$ cat config.mk
export PLATFORM = sky130hd
export DESIGN_NAME = best_gain_tracker
export DESIGN_NICKNAME = d
export VERILOG_FILES = /design/src/rtl/best_gain_tracker.sv
export SDC_FILE = /design/constraint.sdc
export NUM_CORES = 1
export LEC_CHECK = 0
export ABC_CLOCK_PERIOD_IN_PS = 2060
export CAP_MARGIN = 10
export CORE_AREA = 2 2 54 56
export DETAILED_ROUTE_END_ITERATION = 10
export DIE_AREA = 0 0 56 58
export PLACE_DENSITY = 0.75
export REMOVE_ABC_BUFFERS = 1
export SETUP_SLACK_MARGIN = 0.05
export SLEW_MARGIN = 40
export SYNTH_ARGS = -nofsm -noshare
export SYNTH_HDL_FRONTEND = slang
export SYNTH_SLANG_ARGS = --single-unit
$ cat constraint.sdc
create_clock -name clk -period 2.06 [get_ports clk]
set_input_delay 0.412 -clock clk [delete_from_list [all_inputs] [get_ports clk]]
set_output_delay 0.412 -clock clk [all_outputs]
set_load 0.01 [all_outputs]
$ cat src/rtl/best_gain_tracker.sv
// best_gain_tracker: tracks the highest-gain candidate over a round of beats.
// Ports: clk, reset (async, active-high)
//   in_*  : candidate stream (valid/ready/last, gain, assignments, tie mode)
//   out_* : round result (valid/ready, best gain/assignments, count, overflow)
// Build option: define BEST_GAIN_TRACKER_INDEX_EN to add out_best_index.
module best_gain_tracker #(
    parameter int MAXIMUM_BIT_WIDTH_OF_INTEGER_VARIABLE_INDEX = 1,
    parameter int MAXIMUM_BIT_WIDTH_OF_BOOLEAN_VARIABLE_INDEX = 1,
    parameter int MAXIMUM_BIT_WIDTH_OF_INTEGER_VARIABLE       = 4,
    parameter int MAXIMUM_BIT_WIDTH_OF_BOOLEAN_VARIABLE       = 1,
    parameter int MAXIMUM_BIT_WIDTH_OF_CLAUSES_INDEX          = 2,
    parameter int MAXIMUM_BIT_WIDTH_OF_CANDIDATE_INDEX        = 3
) (
    input  logic clk,
    input  logic reset,
    input  logic in_tie_mode,
    input  logic in_valid,
    output logic in_ready,
    input  logic in_last,
    input  logic [MAXIMUM_BIT_WIDTH_OF_CLAUSES_INDEX:0] in_gain,
    input  logic [MAXIMUM_BIT_WIDTH_OF_INTEGER_VARIABLE*(2**MAXIMUM_BIT_WIDTH_OF_INTEGER_VARIABLE_INDEX)-1:0] in_integer_assignment,
    input  logic [MAXIMUM_BIT_WIDTH_OF_BOOLEAN_VARIABLE*(2**MAXIMUM_BIT_WIDTH_OF_BOOLEAN_VARIABLE_INDEX)-1:0] in_boolean_assignment,
    output logic out_valid,
    input  logic out_ready,
    output logic [MAXIMUM_BIT_WIDTH_OF_CLAUSES_INDEX:0] out_best_gain,
    output logic [MAXIMUM_BIT_WIDTH_OF_INTEGER_VARIABLE*(2**MAXIMUM_BIT_WIDTH_OF_INTEGER_VARIABLE_INDEX)-1:0] out_best_integer_assignment,
    output logic [MAXIMUM_BIT_WIDTH_OF_BOOLEAN_VARIABLE*(2**MAXIMUM_BIT_WIDTH_OF_BOOLEAN_VARIABLE_INDEX)-1:0] out_best_boolean_assignment,
`ifdef BEST_GAIN_TRACKER_INDEX_EN
    output logic [MAXIMUM_BIT_WIDTH_OF_CANDIDATE_INDEX-1:0] out_best_index,
`endif
    output logic [MAXIMUM_BIT_WIDTH_OF_CANDIDATE_INDEX:0] out_candidate_count,
    output logic out_overflow
);

    localparam int G  = MAXIMUM_BIT_WIDTH_OF_CLAUSES_INDEX + 1;
    localparam int C  = MAXIMUM_BIT_WIDTH_OF_CANDIDATE_INDEX;
    localparam int IW = MAXIMUM_BIT_WIDTH_OF_INTEGER_VARIABLE
                        * (2**MAXIMUM_BIT_WIDTH_OF_INTEGER_VARIABLE_INDEX);
    localparam int BW = MAXIMUM_BIT_WIDTH_OF_BOOLEAN_VARIABLE
                        * (2**MAXIMUM_BIT_WIDTH_OF_BOOLEAN_VARIABLE_INDEX);

    localparam logic [C:0] CNT_ONE = {{C{1'b0}}, 1'b1};
    localparam logic [C:0] CNT_MAX = {1'b1, {C{1'b0}}};

    typedef enum logic {COLLECT = 1'b0, HOLD = 1'b1} state_t;

    state_t          state_q, state_d;
    logic            first_q, first_d;
    logic            tie_q, tie_d;
    logic [G-1:0]    gain_q, gain_d;
    logic [IW-1:0]   iasg_q, iasg_d;
    logic [BW-1:0]   basg_q, basg_d;
    logic [C:0]      count_q, count_d;
    logic            ovf_q, ovf_d;
    logic            accept;
    logic            better;

`ifdef BEST_GAIN_TRACKER_INDEX_EN
    logic [C-1:0]    idx_q, idx_d;
    logic [C-1:0]    pos;

    // Arrival position of the current beat; pinned to the last slot once full.
    assign pos = (count_q == CNT_MAX) ? {C{1'b1}} : count_q[C-1:0];
    assign out_best_index = idx_q;
`endif

    assign in_ready  = (state_q == COLLECT) && !reset;
    assign out_valid = (state_q == HOLD);
    assign accept    = in_valid && in_ready;
    assign better    = (in_gain > gain_q) || ((in_gain == gain_q) && tie_q);

    assign out_best_gain               = gain_q;
    assign out_best_integer_assignment = iasg_q;
    assign out_best_boolean_assignment = basg_q;
    assign out_candidate_count         = count_q;
    assign out_overflow                = ovf_q;

    always_comb begin
        state_d = state_q;
        first_d = first_q;
        tie_d   = tie_q;
        gain_d  = gain_q;
        iasg_d  = iasg_q;
        basg_d  = basg_q;
        count_d = count_q;
        ovf_d   = ovf_q;
`ifdef BEST_GAIN_TRACKER_INDEX_EN
        idx_d   = idx_q;
`endif
        unique case (state_q)
            COLLECT: begin
                if (accept) begin
                    if (first_q) begin
                        first_d = 1'b0;
                        tie_d   = in_tie_mode;
                        gain_d  = in_gain;
                        iasg_d  = in_integer_assignment;
                        basg_d  = in_boolean_assignment;
                        count_d = CNT_ONE;
                        ovf_d   = 1'b0;
`ifdef BEST_GAIN_TRACKER_INDEX_EN
                        idx_d   = '0;
`endif
                    end else begin
                        if (count_q == CNT_MAX) begin
                            ovf_d = 1'b1;
                        end else begin
                            count_d = count_q + CNT_ONE;
                        end
                        if (better) begin
                            gain_d = in_gain;
                            iasg_d = in_integer_assignment;
                            basg_d = in_boolean_assignment;
`ifdef BEST_GAIN_TRACKER_INDEX_EN
                            idx_d  = pos;
`endif
                        end
                    end
                    if (in_last) begin
                        state_d = HOLD;
                    end
                end
            end
            HOLD: begin
                // Winner stays visible after the handshake until a new round starts.
                if (out_ready) begin
                    state_d = COLLECT;
                    first_d = 1'b1;
                    count_d = '0;
                    ovf_d   = 1'b0;
                end
            end
        endcase
    end

    always_ff @(posedge clk or posedge reset) begin
        if (reset) begin
            state_q <= COLLECT;
            first_q <= 1'b1;
            tie_q   <= 1'b0;
            gain_q  <= '0;
            iasg_q  <= '0;
            basg_q  <= '0;
            count_q <= '0;
            ovf_q   <= 1'b0;
`ifdef BEST_GAIN_TRACKER_INDEX_EN
            idx_q   <= '0;
`endif
        end else begin
            state_q <= state_d;
            first_q <= first_d;
            tie_q   <= tie_d;
            gain_q  <= gain_d;
            iasg_q  <= iasg_d;
            basg_q  <= basg_d;
            count_q <= count_d;
            ovf_q   <= ovf_d;
`ifdef BEST_GAIN_TRACKER_INDEX_EN
            idx_q   <= idx_d;
`endif
        end
    end

endmodule

== Word-level counts from Yosys, hierarchy flattened ==
Cells that the tools add are included.

* Bits in registers: 21
* Output and inout bits: 20
* Input bits: 19

* Add/sub/neg operators: 1
* Mux-type cells: 23
* Eq/ne operators: 6
* Reduce and logical (&&, ||, !) cells: 11
* Bitwise logic cells: 1
* $lt $le $gt $ge: 1

{| class="wikitable"
|+ Operators with widths
! operator !! count
|-
| 4-bit 2-to-1 mux || 4
|-
| 8-bit 2-to-1 mux || 2
|-
| 3-bit AND reduction || 4
|-
| 1-bit 2-to-1 mux || 9
|-
| 4-bit one-hot mux with 2 select lines || 1
|-
| 3-bit 2-to-1 mux || 2
|-
| 1-bit one-hot mux with 2 select lines || 3
|-
| 4-bit by 1-bit adder with 4-bit output, second input constant || 1
|-
| 4-bit == test, second input constant || 1
|-
| 2-bit 2-to-1 mux || 2
|-
| 2-bit != test, second input constant || 2
|-
| 3-bit == test || 1
|-
| 3-bit > comparator || 1
|-
| 1-bit logical AND || 3
|-
| 3-bit by 2-bit != test with 1-bit output, second input constant || 1
|-
| 3-bit != test, second input constant || 1
|-
| 2-bit AND reduction || 1
|-
| 2-bit nonzero test || 1
|-
| 1-bit zero test || 1
|-
| 1-bit logical OR || 1
|-
| 1-bit NOT || 1
|}

== Logic depth before layout (Yosys ltp) ==
Gate-level depths: netlist of run 1.

* Depth in word-level cells: 5
* Gate-level depth with buffers: 7

== Worst setup path after synthesis of run 1 ==
No wires, ideal clock.

* Path kind: input to register
* From: in in_gain[0]
* To: reg basg_q[0] (netlist: out_best_boolean_assignment[0])
* Path slack: 0.165 ns
* Library setup time: 0.125 ns
* Data arrival time: 1.770 ns
* Path buffers: 1
* Data required time: 1.935 ns
* Stages on the path: 7
* Cell sequence: inv_1 > ha_1 > nand4b_1 > o21ai_1 > a221oi_4 > buf_12 > mux2_4

* Longest elaborated chain between the ends: 5

{| class="wikitable"
|+ RTL lines
! element !! line !! source
|-
| start, declared || 20 || <nowiki>input logic [MAXIMUM_BIT_WIDTH_OF_CLAUSES_INDEX:0] in_gain,</nowiki>
|-
| parallel branches: the longest is 2 deep, another holds 3-bit > comparator || - ||
|-
| 1-bit logical OR (*) || 70 || <nowiki>assign better = (in_gain > gain_q) || ((in_gain == gain_q) && tie_q);</nowiki>
|-
| 2-bit nonzero test (no line) (*) || - ||
|-
| 3-bit AND reduction (no line) (*) || - ||
|-
| end signal, assigned || 155 || <nowiki>basg_q <= basg_d;</nowiki>
|-
| end, declared || 52 || <nowiki>logic [BW-1:0] basg_q, basg_d;</nowiki>
|}

Every way passes the cells marked *.
A chain may end at the register's enable or synchronous reset.

== Worst setup path after layout of run 1 ==
* From: in in_gain[1]
* To: reg iasg_q[3] (netlist: out_best_integer_assignment[3])

* Longest elaborated chain between the ends: 5

{| class="wikitable"
|+ RTL lines
! element !! line !! source
|-
| parallel branches: the longest is 2 deep, another holds 3-bit > comparator || - ||
|-
| 1-bit logical OR (*) || 70 ||
|-
| 2-bit nonzero test (no line) (*) || - ||
|-
| 3-bit AND reduction (no line) (*) || - ||
|-
| end signal, assigned || 154 || <nowiki>iasg_q <= iasg_d;</nowiki>
|-
| end, declared || 51 || <nowiki>logic [IW-1:0] iasg_q, iasg_d;</nowiki>
|}

Marked as above.

==> summary.log, run 1 <==
INFO  outcome        status=complete, no violations
INFO  layout         final_common_cell=clkdlybuf4s50_1
INFO  grt            met2_usage=0.2773
INFO  yosys          synth-seq-cells=21
INFO  clocking       tritoncts_clock_tree=yes
INFO  clocking       htreeDepth=1
INFO  power_and_ir_drop share_comb_of_total_power=0.514
INFO  yosys          synth.lib_cells_used.distinct=31
INFO  floorplan      floorplan.die_area=3248um2
INFO  detailed_routing dr.first_iter.drc_count=14
INFO  power_and_ir_drop power.clock.fraction=0.110
INFO  detailed_routing routedWlPerCell=13.92um
INFO  clocking       clk_path_buf_depth=2
INFO  setup_path     worstPathMaxFanout=7
INFO  clocking       root_buffer=clkbuf_4
INFO  setup_path     critPathLaunchType=input port
INFO  setup_path     cp_num_buf_inv=3
INFO  grt            groute.usage.overall=0.1571
INFO  yosys          postSynthAreaPerCell=12.76um2
INFO  setup_path     critical_path_required=2.27ns
INFO  detailed_routing vias_per_cell=5.141
INFO  setup_path     worst_ep_arrival_time=2.19ns
INFO  layout         layout.core_utilization=0.6156
INFO  yosys          post_synth_inst_count=87
INFO  power_and_ir_drop power_share_of_the_sequential_group=0.376
INFO  grt            pin_count_of_the_biggest_net_entering_global_routing=16
INFO  layout         mostFrequentLayoutCells=clkdlybuf4s50_1, dfrtp_1, mux2_4
INFO  timing         max_freq=0.5034GHz
INFO  floorplan      floorplan.initialDensity=0.4168
INFO  yosys          yosysWarnings=0
INFO  yosys          ys_seq_area_frac=0.4746
INFO  grt            met1_usage=0.1986
INFO  clocking       cts.sink_count=21
INFO  layout         drive_above_1_share=0.2348
INFO  layout         antenna_cells=0
INFO  power_and_ir_drop power.switching_fraction=0.3245
INFO  power_and_ir_drop switching_power=612.1uW
INFO  layout         finish.net_count=157
INFO  floorplan      floorplan.io_pins=39
INFO  power_and_ir_drop powerDensity=1151nW/um2
INFO  placed_design  io_buffers=38
INFO  power_and_ir_drop internal_power=1.274mW
INFO  timing         finalHoldWorstSlack=0.3962ns
INFO  setup_path     crit_slowest_cell=clkdlybuf4s50_1
INFO  layout         flow.area_growth_from_synthesis=47.69%
INFO  layout         multi_input_comb_area=534.3um2
INFO  grt            grt.overflow.total=0
INFO  placed_design  hpwl=1712um
INFO  floorplan      height_of_the_chip=58um
INFO  power_and_ir_drop power.ir.vdd_worst=0.8504mV
INFO  timing         setup_viol=0
INFO  timing         fin_ws=0.07356ns
INFO  setup_path     slowest_delay=0.48ns
INFO  grt            grt_pass1_wl=4043um
INFO  power_and_ir_drop power.leakage=0.7328nW
INFO  timing         setup_skew=0.006039ns
INFO  timing         tightestPinTransition=0.3129ns
INFO  grt            first_global_vias=864
INFO  detailed_routing post_route_antenna_net_violation_count=0
INFO  grt            grt-busiest-layer=met2
INFO  detailed_routing drt_first_pass_iters=3
INFO  grt            initial_antenna_violation_count=0
INFO  timing         fin_crit_sh=0.9643
INFO  setup_path     path_delay_family=buffers and inverters
INFO  detailed_routing routed_wl=2269um
INFO  timing         finalMaxSlewViolations=0
INFO  yosys          synth_area=1110um2
INFO  placed_design  gp_congestion=0.8639
INFO  clocking       hold_fix_buffers_cts=0
INFO  floorplan      die_w=56um
INFO  layout         sequential_area=528.0um2
INFO  timing         timing.final.hold_violations=0
INFO  floorplan      std_cell_core_area=2663um2
INFO  grt            met3_usage=0.02902
INFO  placed_design  post-place-ws=-0.3679ns
INFO  clocking       clk_latency=0.31ns
INFO  clocking       clock_slew_at_reported_path_ffs=0.13ns
INFO  setup_path     critical_path.cell_chain=clkdlybuf4s50_1 -> ha_1 -> nand4b_1 -> o21ai_2 -> a221oi_4 -> buf_6 -> buf_12 -> mux2_1
INFO  clocking       tritoncts_buffer_count=3
INFO  timing         slew-limit-headroom=0.7892
INFO  detailed_routing routed-via-count=838
INFO  layout         fillerInstances=226
INFO  floorplan      fp-row-count=19
INFO  job            drv.max_cap_violation_count=0
INFO  worst_hold_path min_path_type=input port to asynchronous set/reset pin
INFO  setup_path     timing_worst_setup_path_type=input port to register
INFO  timing         final_period_minus_worst_setup_slack=1.986ns
INFO  timing         grt_setup_unrepaired=no
INFO  detailed_routing drc=0
INFO  setup_path     worst_setup_path_end_kind=register
==> power groups by stage <==
stage / Combinational (mW) / Clock [mW] / Sequential (mW)
detailed placement: 0.897 / 0 / 0.718
global route: 1.04 / 0.236 / 0.739
global placement: 0.876 / 0 / 0.709
CTS: 0.982 / 0.214 / 0.712
finish: 0.969 / 0.207 / 0.710
floorplan: 0.386 / 0 / 0.773
==> registers in the layout (all words and copies together), names as in the netlist <==
signal and count:
first_q 1, out_best_boolean_assignment 2, out_best_gain 3, out_best_integer_assignment 8, out_candidate_count 4, out_overflow 1
out_valid 1, tie_q 1
==> metal layers <==
layer	share of wire	routed length, um	up-vias
li1	-	-	397
met4	0	0	0
met2	0.51	1167	26
met3	0.054	123	0
met5	0	0	-
met1	0.43	978	415
==> cells in the mapped netlist, drive strengths merged <==
cell / number / area share
o21ai: 7 / 0.032
or4: 1 / 0.0068
mux2: 14 / 0.18
buf: 3 / 0.035
o22a: 1 / 0.0079
ha: 5 / 0.056
dfrtp: 20 / 0.45
a221oi: 1 / 0.024
inv: 9 / 0.030
nand3b: 1 / 0.0068
a21oi: 4 / 0.018
nor3: 2 / 0.014
nor2: 3 / 0.025
a21boi: 1 / 0.0068
nor2b: 1 / 0.0056
dfstp: 1 / 0.024
nand3: 2 / 0.0090
a32oi: 1 / 0.0079
nand4b: 1 / 0.0079
and3b: 1 / 0.0079
o211a: 1 / 0.0090
a31oi: 1 / 0.0056
nand2: 5 / 0.024
nor3b: 1 / 0.011
==> final cells by class <==
type / instances / area share
clock inverter: 1 / 0.004580
inverter: 9 / 0.02061
timing repair buffer: 44 / 0.2893
multi-input combinational: 54 / 0.3260
tap: 31 / 0.02366
sequential: 21 / 0.3221
clock buffer: 3 / 0.01374
==> through the flow <==
stage	instances	total power [mW]	area, um2	setup TNS [ns]
floorplan	84	1.159	1071	-0.07611
global placement	157	1.586	1545	-3.849
detailed placement	157	1.615	1545	-4.400
CTS	163	1.908	1637	0
global route	163	2.012	1639	0
finish	163	1.886	1639	0
==> worst min-delay path, stage by stage <==
cell,delay (ns)
dlygate4sd2_1,0.30
buf_4,0.16
inv_1,0.24
==> kinds of logic after synthesis <==
| family | after synthesis | synth area share |
|---|---|---|
| AO/OA/AOI/OAI | 17 | 0.1105 |
| multiplexers | 14 | 0.1759 |
| flip-flops | 21 | 0.4746 |
| buffers and inverters | 12 | 0.06539 |
| adder cells (fa/ha/maj) | 5 | 0.05637 |
| AND/OR/NAND/NOR | 18 | 0.1173 |
==> timing repair <==
action	4_1_cts	5_1_grt
resized for setup	9	1
buffers inserted	1	0
setup endpoints to repair	14	8
pin swaps	4	2
cloned	1	0
==> path summary, 6_finish.rpt <==
check | start | to | slack [ns] | cells past startpoint
max | in_gain[1] | out_best_integer_assignment[3] | 0.07 | 8
min in group clk | in_gain[2] | out_best_gain[2] | 0.44 | 2
min reg2reg | tie_q | tie_q | 0.50 | 1
max reg2reg | out_best_gain[1] | out_best_integer_assignment[3] | 0.17 | 8
min | reset | out_overflow | 0.40 | 3
max in group asynchronous | reset | out_valid | 1.28 | 4
Note: power is estimated with default switching activity, not from simulation.
==> run 2: changes to the inputs <==
Settings changed: GPL_ROUTABILITY_DRIVEN from default to 0.
==> results of run 2 <==
No change in the layout: final DEF, timing and power equal those of run 1.
==> run 3: changes to the inputs <==
Settings changed: CORE_AREA 2 2 54 56 to 2 2 49 61, DIE_AREA 0 0 56 58 to 0 0 51 63, PLACE_DENSITY 0.75 to 0.76.
==> run 3 against run 2 <==
Compared with the run above: clock skew decreased by 0.0045 ns; final cell count increased by 2.5%; via count decreased by 0.60%; critical path depth decreased by 6; combinational power increased by 2.3%; global-route usage increased by 0.50 points; sequential share of layout area decreased by 0.34 points; highest routed layer is now met4; fmax increased by 3.0%; worst setup slack improved by 0.058 ns; hold slack improved by 0.059 ns; largest power group unchanged; sequential cell count unchanged; die area decreased by 1.1%.
==> summary.log, run 3 (same netlist as run 1, synthesis figures left out) <==
INFO  placed_design  io_buffers=38
INFO  detailed_routing routedWlPerCell=14.05um
INFO  power_and_ir_drop power_share_of_the_sequential_group=0.375
INFO  timing         max_freq=0.5186GHz
INFO  clocking       clk_path_buf_depth=2
INFO  timing         finalMaxSlewViolations=0
INFO  timing         slew-limit-headroom=0.7762
INFO  power_and_ir_drop switching_power=611.2uW
INFO  layout         antenna_cells=0
INFO  layout         finish.net_count=158
INFO  timing         grt_setup_unrepaired=no
INFO  power_and_ir_drop share_comb_of_total_power=0.522
INFO  detailed_routing vias_per_cell=4.988
INFO  clocking       tritoncts_clock_tree=yes
INFO  floorplan      die_w=51um
INFO  power_and_ir_drop power.ir.vdd_worst=0.7495mV
INFO  job            drv.max_cap_violation_count=0
INFO  clocking       cts.sink_count=21
INFO  timing         setup_skew=0.001517ns
INFO  detailed_routing drc=0
INFO  layout         flow.area_growth_from_synthesis=49.27%
INFO  power_and_ir_drop power.clock.fraction=0.104
INFO  layout         largest_reg_flops=8
INFO  layout         fin_cells=167
INFO  timing         setup-tns-final=0ns
INFO  layout         layout.core_utilization=0.6242
INFO  clocking       root_buffer=clkbuf_4
INFO  timing         final_period_minus_worst_setup_slack=1.928ns
INFO  setup_path     worst_setup_path_end_kind=output port
INFO  detailed_routing routed_wl=2346um
INFO  layout         mostFrequentLayoutCells=clkdlybuf4s50_1, dfrtp_1, mux2_4
INFO  outcome        status=complete, no violations
INFO  setup_path     critPathLaunchType=register
INFO  setup_path     worstPathMaxFanout=9
INFO  timing         fin_crit_sh=0.9361
INFO  grt            pin_count_of_the_biggest_net_entering_global_routing=14
INFO  floorplan      floorplan.die_area=3213um2
INFO  placed_design  dpl.cell_count=161
INFO  timing         setup_viol=0
INFO  setup_path     worst_ep_arrival_time=1.52ns
INFO  grt            grt.overflow.total=0
INFO  layout         final_common_cell=clkdlybuf4s50_1
INFO  floorplan      std_cell_core_area=2654um2
INFO  floorplan      floorplan.initialDensity=0.4182
INFO  detailed_routing dr.first_iter.drc_count=5
INFO  layout         drive_above_1_share=0.2556
INFO  worst_hold_path min_path_type=input port to register
INFO  placed_design  hpwl=1826um
INFO  power_and_ir_drop power.switching_fraction=0.3217
INFO  floorplan      fp-row-count=21
INFO  detailed_routing routed-via-count=833
INFO  timing         timing.final.hold_violations=0
INFO  power_and_ir_drop power.leakage=0.7453nW
INFO  timing         tightestPinTransition=0.3322ns
INFO  setup_path     critical_path_required=1.65ns
INFO  floorplan      height_of_the_chip=63um
INFO  clocking       clock_slew_at_reported_path_ffs=0.12ns
INFO  layout         sequential_area=528.0um2
INFO  clocking       htreeDepth=1
INFO  clocking       tritoncts_buffer_count=3
INFO  power_and_ir_drop powerDensity=1147nW/um2
INFO  floorplan      floorplan.io_pins=39
INFO  detailed_routing drt_first_pass_iters=4
INFO  grt            groute.usage.overall=0.1622
INFO  grt            first_global_vias=869
INFO  layout         multi_input_comb_area=550.5um2
INFO  grt            grt_pass1_wl=3933um
INFO  power_and_ir_drop internal_power=1.289mW
INFO  setup_path     timing_worst_setup_path_type=register to output port
INFO  layout         fillerInstances=207
INFO  clocking       hold_fix_buffers_cts=0
INFO  grt            initial_antenna_violation_count=0
INFO  detailed_routing post_route_antenna_net_violation_count=0
INFO  clocking       clk_latency=0.30ns
run 3: cell count changes in the layout (fill, tap and decap cells not counted), sizes merged:
| cell | previous run | this run |
|---|---|---|
| clkdlybuf4s50 | 35 | 34 |
| dlymetal6s2s | 1 | 2 |
| buf | 6 | 7 |
run 3: layout make-up:
cell class	count	share of cell area
Multi-Input combinational cell	54	0.3323
Sequential cell	21	0.3187
Timing Repair Buffer	45	0.2847
Tap cell	34	0.02568
Inverter	9	0.02039
Clock buffer	3	0.01360
Clock inverter	1	0.004532
run 3: power by group through the flow:
stage	Combinational (mW)	Sequential [mW]	Clock [mW]
6_report	0.991	0.712	0.197
5_1_grt	1.07	0.739	0.226
4_1_cts	0.989	0.714	0.207
3_5_place_dp	0.894	0.721	0
3_3_place_gp	0.872	0.711	0
2_1_floorplan	0.386	0.773	0
run 3: metrics by stage:
step	power (mW)	area, um2	hold slack, ns	worst slack [ns]
floorplan	1.159	1071	0.3878	-0.02537
global placement	1.583	1544	0.4728	-0.3155
detailed placement	1.615	1544	0.4783	-0.3609
CTS	1.910	1638	0.4521	0.05029
global route	2.032	1657	0.4454	0.07560
finish	1.900	1657	0.4548	0.1316
run 3: what timing repair did:
item                                    in CTS  in global routing
buffers inserted                             1                  0
pin swaps                                    4                  1
cloned                                       1                  0
hold endpoints to repair                     0                  0
resized for setup                            9                  4
endpoints found under the setup margin      14                 15
run 3: path summary, 6_finish.rpt:
path	startpoint	to	slack, ns	depth (start not counted)
hold reg to reg	tie_q	tie_q	0.51	1
hold / removal	in_gain[1]	out_best_gain[1]	0.45	2
setup / recovery	out_valid	in_ready	0.13	2
min in group asynchronous	reset	out_candidate_count[0]	0.46	4
max in group asynchronous	reset	first_q	1.37	4
setup reg to reg	out_best_gain[0]	out_best_integer_assignment[7]	0.19	7
run 3: critical path: stages, from the launching register on:
cell and delay, ns:
dfrtp_2 0.52, nor2_8 0.15, clkdlybuf4s50_1 0.55
run 3: per-layer routing:
layer	track usage	wire length, um	share of wire
met1	0.2043	1006	0.43
met2	0.2760	1226	0.52
met4	0.07432	27	0.012
met5	0	0	0
met3	0.01196	86	0.037
